[src/rtl/digdug_video_pkg.sv]
// DigDug video timing constants and shared decode helper.
// Used by the raster generator and downstream video blocks.
package digdug_video_pkg;

  localparam int POS_W = 9;

  localparam int HTOTAL_D   = 384;
  localparam int HACTIVE_D  = 288;
  localparam int HS_START_D = 304;
  localparam int HS_WIDTH_D = 32;
  localparam int VTOTAL_D   = 264;
  localparam int VACTIVE_D  = 224;
  localparam int VS_START_D = 240;
  localparam int VS_WIDTH_D = 4;

  // Signed window test so an offset start may fall below zero.
  function automatic logic in_win(
    input logic        [POS_W-1:0] pos,
    input logic signed [10:0]      lo,
    input logic        [POS_W-1:0] w
  );
    logic signed [10:0] p;
    logic signed [10:0] hi;
    p  = $signed({2'b00, pos});
    hi = lo + $signed({2'b00, w});
    return (p >= lo) && (p < hi);
  endfunction

endpackage

[src/rtl/digdug_irqlatch.sv]
// Interrupt request latch: enable clears, set beats acknowledge.
// Shared by the VBLANK, sound and sub-CPU interrupt sources.
module digdug_irqlatch (
  input  logic clk,
  input  logic rst,
  input  logic req,
  input  logic ack,
  input  logic en,
  output logic q
);

  always_ff @(posedge clk) begin
    if (rst) begin
      q <= 1'b0;
    end else if (!en) begin
      q <= 1'b0;
    end else if (req) begin
      q <= 1'b1;
    end else if (ack) begin
      q <= 1'b0;
    end
  end

endmodule

[src/rtl/digdug_hvgen.sv]
// DigDug raster timing: pixel enable, position, blank, sync, frame, VBIRQ.
// DIGDUG_HVPOS_ADJ_EN adds frame-latched HOFS/VOFS sync centering inputs.
module digdug_hvgen
  import digdug_video_pkg::*;
#(
  parameter int HTOTAL   = HTOTAL_D,
  parameter int HACTIVE  = HACTIVE_D,
  parameter int HS_START = HS_START_D,
  parameter int HS_WIDTH = HS_WIDTH_D,
  parameter int VTOTAL   = VTOTAL_D,
  parameter int VACTIVE  = VACTIVE_D,
  parameter int VS_START = VS_START_D,
  parameter int VS_WIDTH = VS_WIDTH_D
) (
  input  logic             CLK48M,
  input  logic             RESET,
  output logic             PCE,
  output logic [POS_W-1:0] POSH,
  output logic [POS_W-1:0] POSV,
  output logic             HBLK,
  output logic             VBLK,
  output logic             HSYNC,
  output logic             VSYNC,
  output logic [7:0]       FRAME,
`ifdef DIGDUG_HVPOS_ADJ_EN
  input  logic signed [3:0] HOFS,
  input  logic signed [2:0] VOFS,
`endif
  input  logic             IRQ_EN,
  input  logic             IRQ_ACK,
  output logic             VBIRQ
);

  if (HS_START + HS_WIDTH > HTOTAL) begin : g_bad_hs
    $error("HSYNC window exceeds HTOTAL");
  end
  if (VS_START + VS_WIDTH > VTOTAL) begin : g_bad_vs
    $error("VSYNC window exceeds VTOTAL");
  end
  if (HTOTAL > 512 || VTOTAL > 512) begin : g_bad_tot
    $error("HTOTAL/VTOTAL exceed 9-bit position");
  end

  localparam logic [POS_W-1:0] H_LAST  = POS_W'(HTOTAL - 1);
  localparam logic [POS_W-1:0] V_LAST  = POS_W'(VTOTAL - 1);
  localparam logic [POS_W-1:0] VA_LAST = POS_W'(VACTIVE - 1);
  localparam logic [POS_W-1:0] H_ACT   = POS_W'(HACTIVE);
  localparam logic [POS_W-1:0] V_ACT   = POS_W'(VACTIVE);
  localparam logic [POS_W-1:0] HS_W    = POS_W'(HS_WIDTH);
  localparam logic [POS_W-1:0] VS_W    = POS_W'(VS_WIDTH);
  localparam logic signed [10:0] HS_LO = 11'(HS_START);
  localparam logic signed [10:0] VS_LO = 11'(VS_START);

  logic [2:0]       phase;
  logic [POS_W-1:0] nxt_h;
  logic [POS_W-1:0] nxt_v;
  logic             h_end;
  logic             v_last;
  logic             f_wrap;
  logic             irq_req;
  logic signed [10:0] hs_lo;
  logic signed [10:0] vs_lo;

  assign h_end   = PCE && (POSH == H_LAST);
  assign v_last  = (POSV == V_LAST);
  assign f_wrap  = h_end && v_last;
  assign irq_req = h_end && (POSV == VA_LAST);

  always_comb begin
    nxt_h = POSH;
    nxt_v = POSV;
    if (PCE) begin
      nxt_h = h_end ? '0 : POSH + 1'b1;
      if (h_end) begin
        nxt_v = v_last ? '0 : POSV + 1'b1;
      end
    end
  end

`ifdef DIGDUG_HVPOS_ADJ_EN
  logic signed [3:0] hofs_q;
  logic signed [3:0] hofs_n;
  logic signed [2:0] vofs_q;
  logic signed [2:0] vofs_n;

  // New offsets take effect on the first position of the new frame.
  assign hofs_n = f_wrap ? HOFS : hofs_q;
  assign vofs_n = f_wrap ? VOFS : vofs_q;
  assign hs_lo  = HS_LO + {{7{hofs_n[3]}}, hofs_n};
  assign vs_lo  = VS_LO + {{8{vofs_n[2]}}, vofs_n};

  always_ff @(posedge CLK48M) begin
    if (RESET) begin
      hofs_q <= '0;
      vofs_q <= '0;
    end else begin
      hofs_q <= hofs_n;
      vofs_q <= vofs_n;
    end
  end
`else
  assign hs_lo = HS_LO;
  assign vs_lo = VS_LO;
`endif

  always_ff @(posedge CLK48M) begin
    if (RESET) begin
      phase <= '0;
      PCE   <= 1'b0;
      POSH  <= '0;
      POSV  <= '0;
      HBLK  <= 1'b0;
      VBLK  <= 1'b0;
      HSYNC <= 1'b0;
      VSYNC <= 1'b0;
      FRAME <= '0;
    end else begin
      phase <= phase + 3'd1;
      PCE   <= (phase == 3'd6);
      POSH  <= nxt_h;
      POSV  <= nxt_v;
      HBLK  <= (nxt_h >= H_ACT);
      VBLK  <= (nxt_v >= V_ACT);
      HSYNC <= in_win(nxt_h, hs_lo, HS_W);
      VSYNC <= in_win(nxt_v, vs_lo, VS_W);
      FRAME <= FRAME + {7'd0, f_wrap};
    end
  end

  digdug_irqlatch u_vbirq (
    .clk (CLK48M),
    .rst (RESET),
    .req (irq_req),
    .ack (IRQ_ACK),
    .en  (IRQ_EN),
    .q   (VBIRQ)
  );

endmodule

[config.mk]
export PLATFORM = sky130hd
export DESIGN_NAME = digdug_hvgen
export DESIGN_NICKNAME = d
export VERILOG_FILES = /design/src/rtl/digdug_video_pkg.sv /design/src/rtl/digdug_irqlatch.sv /design/src/rtl/digdug_hvgen.sv
export SDC_FILE = /design/constraint.sdc
export NUM_CORES = 1
export LEC_CHECK = 0
export BUFFER_PORTS_ARGS = -buffer_cell sky130_fd_sc_hd__buf_2
export CORE_MARGIN = 2
export CORE_UTILIZATION = 30
export DETAILED_ROUTE_END_ITERATION = 8
export RECOVER_POWER = 50
export SLEW_MARGIN = 15
export SYNTH_ARGS = -nofsm -noshare
export SYNTH_HDL_FRONTEND = slang
export SYNTH_SLANG_ARGS = --single-unit
export TNS_END_PERCENT = 50
[constraint.sdc]
create_clock -name CLK48M -period 3.7 [get_ports CLK48M]
set_clock_uncertainty 0.2 [all_clocks]
set_input_delay 0.37 -clock CLK48M [delete_from_list [all_inputs] [get_ports CLK48M]]
set_output_delay 0.37 -clock CLK48M [all_outputs]
set_load 0.005 [all_outputs]
After elaboration in Yosys (flattened, before gate mapping)

Index checks and enable logic that the tools add are counted.

Register bits after elaboration: 35
Input port bits: 4
Output and inout bits: 32
Word-level logic and storage cells: 39

$add $sub $neg: 4
Order comparisons: 6
Equal/unequal tests: 4
Mux-type cells: 7
Bitwise logic cells: 1
Reductions and logical operators: 7

Operator list:

| operator            | number |
|---|---|
| $mux 9              | 5 |
| $add 9x1->9 const B | 2 |
| $eq 9x9->1 const B  | 2 |
| $ge 9x8->1 const B  | 2 |
| $ge 9x9->1 const B  | 2 |
| $eq 9x8->1 const B  | 1 |
| $lt 9x8->1 const B  | 1 |
| $lt 9x9->1 const B  | 1 |
| $add 8x1->8         | 1 |
| $logic_and 1x1->1   | 5 |
| $add 3x1->3 const B | 1 |
| $eq 3x3->1 const B  | 1 |
| $mux 1              | 2 |
| $reduce_bool 2->1   | 1 |
| $reduce_or 2->1     | 1 |
| $not 1->1           | 1 |

Logic depth before layout (Yosys ltp)

Word-level depth: 6
Mapped depth: 10
Depth with buffers taken out: 9

By module

From an unflattened synthesis, not the netlist that was laid out.

Cell total of the unflattened synthesis: 179
Area total of the unflattened synthesis: 1,559.0 sq um

Modules (own cells, without submodules):

| module          | times used | cells each | area an instance (sq um) | seq. area each (sq um) |
|---|---|---|---|---|
| digdug_hvgen    | 1          | 175        | 1,519.0                  | 680.7 |
| digdug_irqlatch | 1          | 4          | 40.0                     | 20.0 |

Worst setup path before layout

OpenSTA, ideal clock, no wires.

Kind: reg2reg
Start: reg POSH[0]
End: reg FRAME[5]
Library setup time: 128 ps
Data arrival time: 2,160 ps
Required time: 3,372 ps
Path slack: 1,212 ps
Cell stages (with the launch flop): 11
Period minus slack after synthesis: 2,488 ps
Cell sequence: dfxtp_1 -> ha_1 -> nand4_1 -> nor3_2 -> clkbuf_1 -> and2_2 -> ha_1 -> and3_1 -> nand3_1 -> xor2_1 -> nor2_1

Cells in the longest elaborated chain, start to end: 4

RTL lines:

| element                | RTL line            | text |
|---|---|---|
| start, declared        | digdug_hvgen.sv:18  | `output logic [POS_W-1:0] POSH,` |
| start signal, assigned | digdug_hvgen.sv:120 | `POSH <= nxt_h;` |
| $eq 9x9->1             | digdug_hvgen.sv:64  | `assign h_end = PCE && (POSH == H_LAST);` |
| $logic_and 1x1->1      | digdug_hvgen.sv:64  |  |
| $logic_and 1x1->1      | digdug_hvgen.sv:66  | `assign f_wrap = h_end && v_last;` |
| $add 8x1->8            | digdug_hvgen.sv:126 | `FRAME <= FRAME + {7'd0, f_wrap};` |
| end signal, assigned   | digdug_hvgen.sv:126 |  |
| end, declared          | digdug_hvgen.sv:24  | `output logic [7:0] FRAME,` |

No other way between the ends.
A chain may end at the register's enable or synchronous reset.

Worst setup path in the final report

Start: reg POSV[4]
End: reg FRAME[5]

Cells in the longest elaborated chain, start to end: 3

RTL lines:

| element                | RTL line            | text |
|---|---|---|
| start, declared        | digdug_hvgen.sv:19  | `output logic [POS_W-1:0] POSV,` |
| start signal, assigned | digdug_hvgen.sv:121 | `POSV <= nxt_v;` |
| $eq 9x9->1             | digdug_hvgen.sv:65  | `assign v_last = (POSV == V_LAST);` |
| $logic_and 1x1->1      | digdug_hvgen.sv:66  |  |
| $add 8x1->8            | digdug_hvgen.sv:126 |  |

No other way between the ends.

==> impl_metrics.yaml <==
synthesis:
  synth-main-ff-cell: "dfxtp_1"
  yosysTopAreaCell: "dfxtp_1"
  synth.most_common_cell: "dfxtp_1"
  seq_area_frac_synth_pct: 42.6
  synth_common_cells: "dfxtp_1 (35), nor2_1 (24), nand2_1 (11), nand3_1 (11), nor3_1 (11)"
  ys_warn_count: 0
  synth_edf_count: 0
  ys_ff_latch: 35
  synthesis.area_um2: 1650
  syn_nets: 194
  ys_types: 48
  yosys-top-cells-area: "dfxtp_1 (43%), nor2_1 (5.5%), xor2_1 (5.3%), ha_1 (4.6%), nand3_1 (3.3%)"
  synth_cells: 184
  synthArstFlopShare_pct: 0
  syn_avg_cell_area_um2: 8.95
  synth_top_area_share_pct: 42.6
die:
  die_area_um2: 6100
  fp.coreArea_um2: 5200
  die_h_um: 78.1
  ioPinCount: 36
  rows: 26
  initial_core_util_pct: 31.6
  die_w_um: 78.1
setup_path:
  crit_path_max_fanout: 8
  worstSetupPathType: "flop to flop"
  crit_slowest_cell: "or4_4"
  required_ns: 3.63
  cp.depth: 8
  crit_path_end_kind: "flop"
  r2r-end: "FRAME[5]$_SDFF_PP0_"
  r2r_cells: 8
  rrSetupSlack_ns: 1.04
  max_stage_delay_ns: 0.56
  worstPathCellList: "or4_4 -> nor4_4 -> and2_2 -> ha_1 -> and3_1 -> nand3_1 -> xor2_1 -> nor2_1"
  r2r_start: "POSV[4]$_SDFF_PP0_"
  crit_family: "simple AND/OR/NAND/NOR gates"
  cp.arrival_ns: 2.59
  crit_path_start_kind: "flop"
  cp_num_buf_inv: 0
min_path:
  min_from: "IRQ_EN"
  hold_end: "u_vbirq.q$_SDFFE_PP0P_"
  hold_class: "input port to flop"
  worstHoldPathCells: 2
global_route:
  grt_use_met1_pct: 17.3
  grt_pass1_vias: 1309
  antenna_found_initial: 0
  overflow: 0
  grtUsageMet3_pct: 4.25
  grt_max_degree: 32
  grt_pass1_wl_mm: 6.20
  grt_usage_pct: 13.0
  grt-busiest-layer: "met2"
  use_met2_pct: 19.5
timing:
  final_max_slew_viol_count: 0
  fmax_mhz: 376
  setup_tns_ns: 0
  fin_crit_sh_pct: 72.0
  tightestPinTransition_ns: 1.32
  final.min_clock_period_ns: 2.66
  rsz0062_at_grt: "no"
  max_slew_margin_pct: 12.2
  setup-violations-final: 0
  hold_viol: 0
pwr:
  p_comb_share_pct: 1.7
  p_int_w: 0.000553
  p_leak_nw: 0.814
  p_sw_w: 0.000146
  p_seq_share_pct: 54.6
  power_density_nw_per_um2: 354
  clkPwrFrac_pct: 43.8
  swShare_pct: 20.9
  power.total_w: 0.000699
  max-vdd-ir-drop_mv: 0.160
finish:
  fin_area_um2: 1970
  n_antenna_cell: 0
  nets: 231
  syn_to_final_growth_pct: 19.9
  layout-drive-gt1-share_pct: 17.6
route:
  drt_iter0_markers: 98
  drtAntennaViolNets: 0
  routed-via-count: 1412
  drc: 0
  wl_per_cell_um: 12.8
  drtPass1Iterations: 4
  wl_mm: 3.73
  routed_via_density: 4.84
cts:
  ctsResizeCount: 0
  path_clk_slew_ns: 0.07
  cts-root-buf: "clkbuf_8"
  cts_inserted_buffers: 5
  cts_setup_buffers: 0
  postCtsHoldBufs: 0
  clkLatencyLatePin_ns: 0.29
  clock_path_buffers: 2
  cts.sinks: 35
  cts_max_level: 2
  cts_tree: "done"
run:
  cap_violations: 0
placed_design:
  io_buffers: 35
  place.gp.congestion: 0.813
  placed_area_um2: 1890
  dp_hpwl_mm: 2.69
outcome:
  status: "complete, no violations"
[power groups by stage]
stage,registers (W),logic (W),clock network [W]
finish,0.000382,0.0000116,0.000306
global route,0.000382,0.0000140,0.000330
global placement,0.000390,0.0000122,0
floorplan,0.000390,0.00000858,0
CTS,0.000381,0.0000123,0.000313
detailed placement,0.000390,0.0000123,0
[cells in the final DEF, fill, tap and decap left out, types with 4 or more instances in the layout]
cell,n
dfxtp_1,35
nor2_1,24
buf_2,22
clkbuf_1,14
nand2_1,11
nand3_1,11
nor3_1,11
xor2_1,10
clkbuf_8,7
inv_1,6
xnor2_1,6
ha_1,6
and3_1,5
nand4_1,4
nor2b_1,4
nor3b_1,4
[worst max-delay path by stage]
stage                                   from             endpoint  slack, ns
after global placement    POSV[4]$_SDFF_PP0_  FRAME[5]$_SDFF_PP0_       1.14
after global routing      POSV[0]$_SDFF_PP0_  FRAME[5]$_SDFF_PP0_       0.79
after floorplan           POSH[0]$_SDFF_PP0_  FRAME[5]$_SDFF_PP0_       1.21
after detailed placement  POSV[4]$_SDFF_PP0_  FRAME[5]$_SDFF_PP0_       1.09
after CTS                 POSV[4]$_SDFF_PP0_  FRAME[5]$_SDFF_PP0_       1.07
final                     POSV[4]$_SDFF_PP0_  FRAME[5]$_SDFF_PP0_       1.04
[per-stage QoR]
step           std cells  hold slack [ns]  setup WS [ns]  utilization [%]
2_1_floorplan        184            0.217           1.21                -
3_3_place_gp         284            0.232           1.14             36.3
3_5_place_dp         284            0.262           1.09             36.3
4_1_cts              292            0.136           1.07             38.2
5_1_grt              292            0.135          0.787             37.9
6_report             292            0.137           1.04             37.9
[registers in the layout (all words and copies together) (netlist names)]
| name | flops |
|---|---|
| HBLK | 1 |
| PCE | 1 |
| VBLK | 1 |
| HSYNC | 1 |
| FRAME | 8 |
| VSYNC | 1 |
| POSV | 9 |
| POSH | 9 |
| phase | 3 |
| u_vbirq.q | 1 |
[worst register-to-register path, cell delays in order (launching register included)]
cell and delay (ns):
dfxtp_1 0.38, or4_4 0.57, nor4_4 0.45, and2_2 0.24, ha_1 0.16, and3_1 0.22, nand3_1 0.10, xor2_1 0.14
nor2_1 0.05
[cell type report]
| class | count | area, um^2 |
|---|---|---|
| well taps | 70 | 87.6 |
| inverters | 6 | 22.5 |
| clock buffers | 8 | 100 |
| multi-input cells | 137 | 897 |
| fillers | 554 | 3230 |
| flip-flops and latches | 35 | 701 |
| repair buffers | 36 | 166 |
[routing by layer]
metal | wire length (um) | vias up
li1 | - | 728
met1 | 1880 | 645
met2 | 1630 | 36
met3 | 177 | 3
met4 | 38 | 0
met5 | 0 | -
[kinds of logic after synthesis]
kind of cell	synth area share, %
simple gates	30.6
flops	42.6
compound gates	9.58
xor+xnor	8.51
buf+inv	2.96
fa+ha+maj	4.56
mux	1.22
Note: power is estimated with default switching activity, not from simulation.
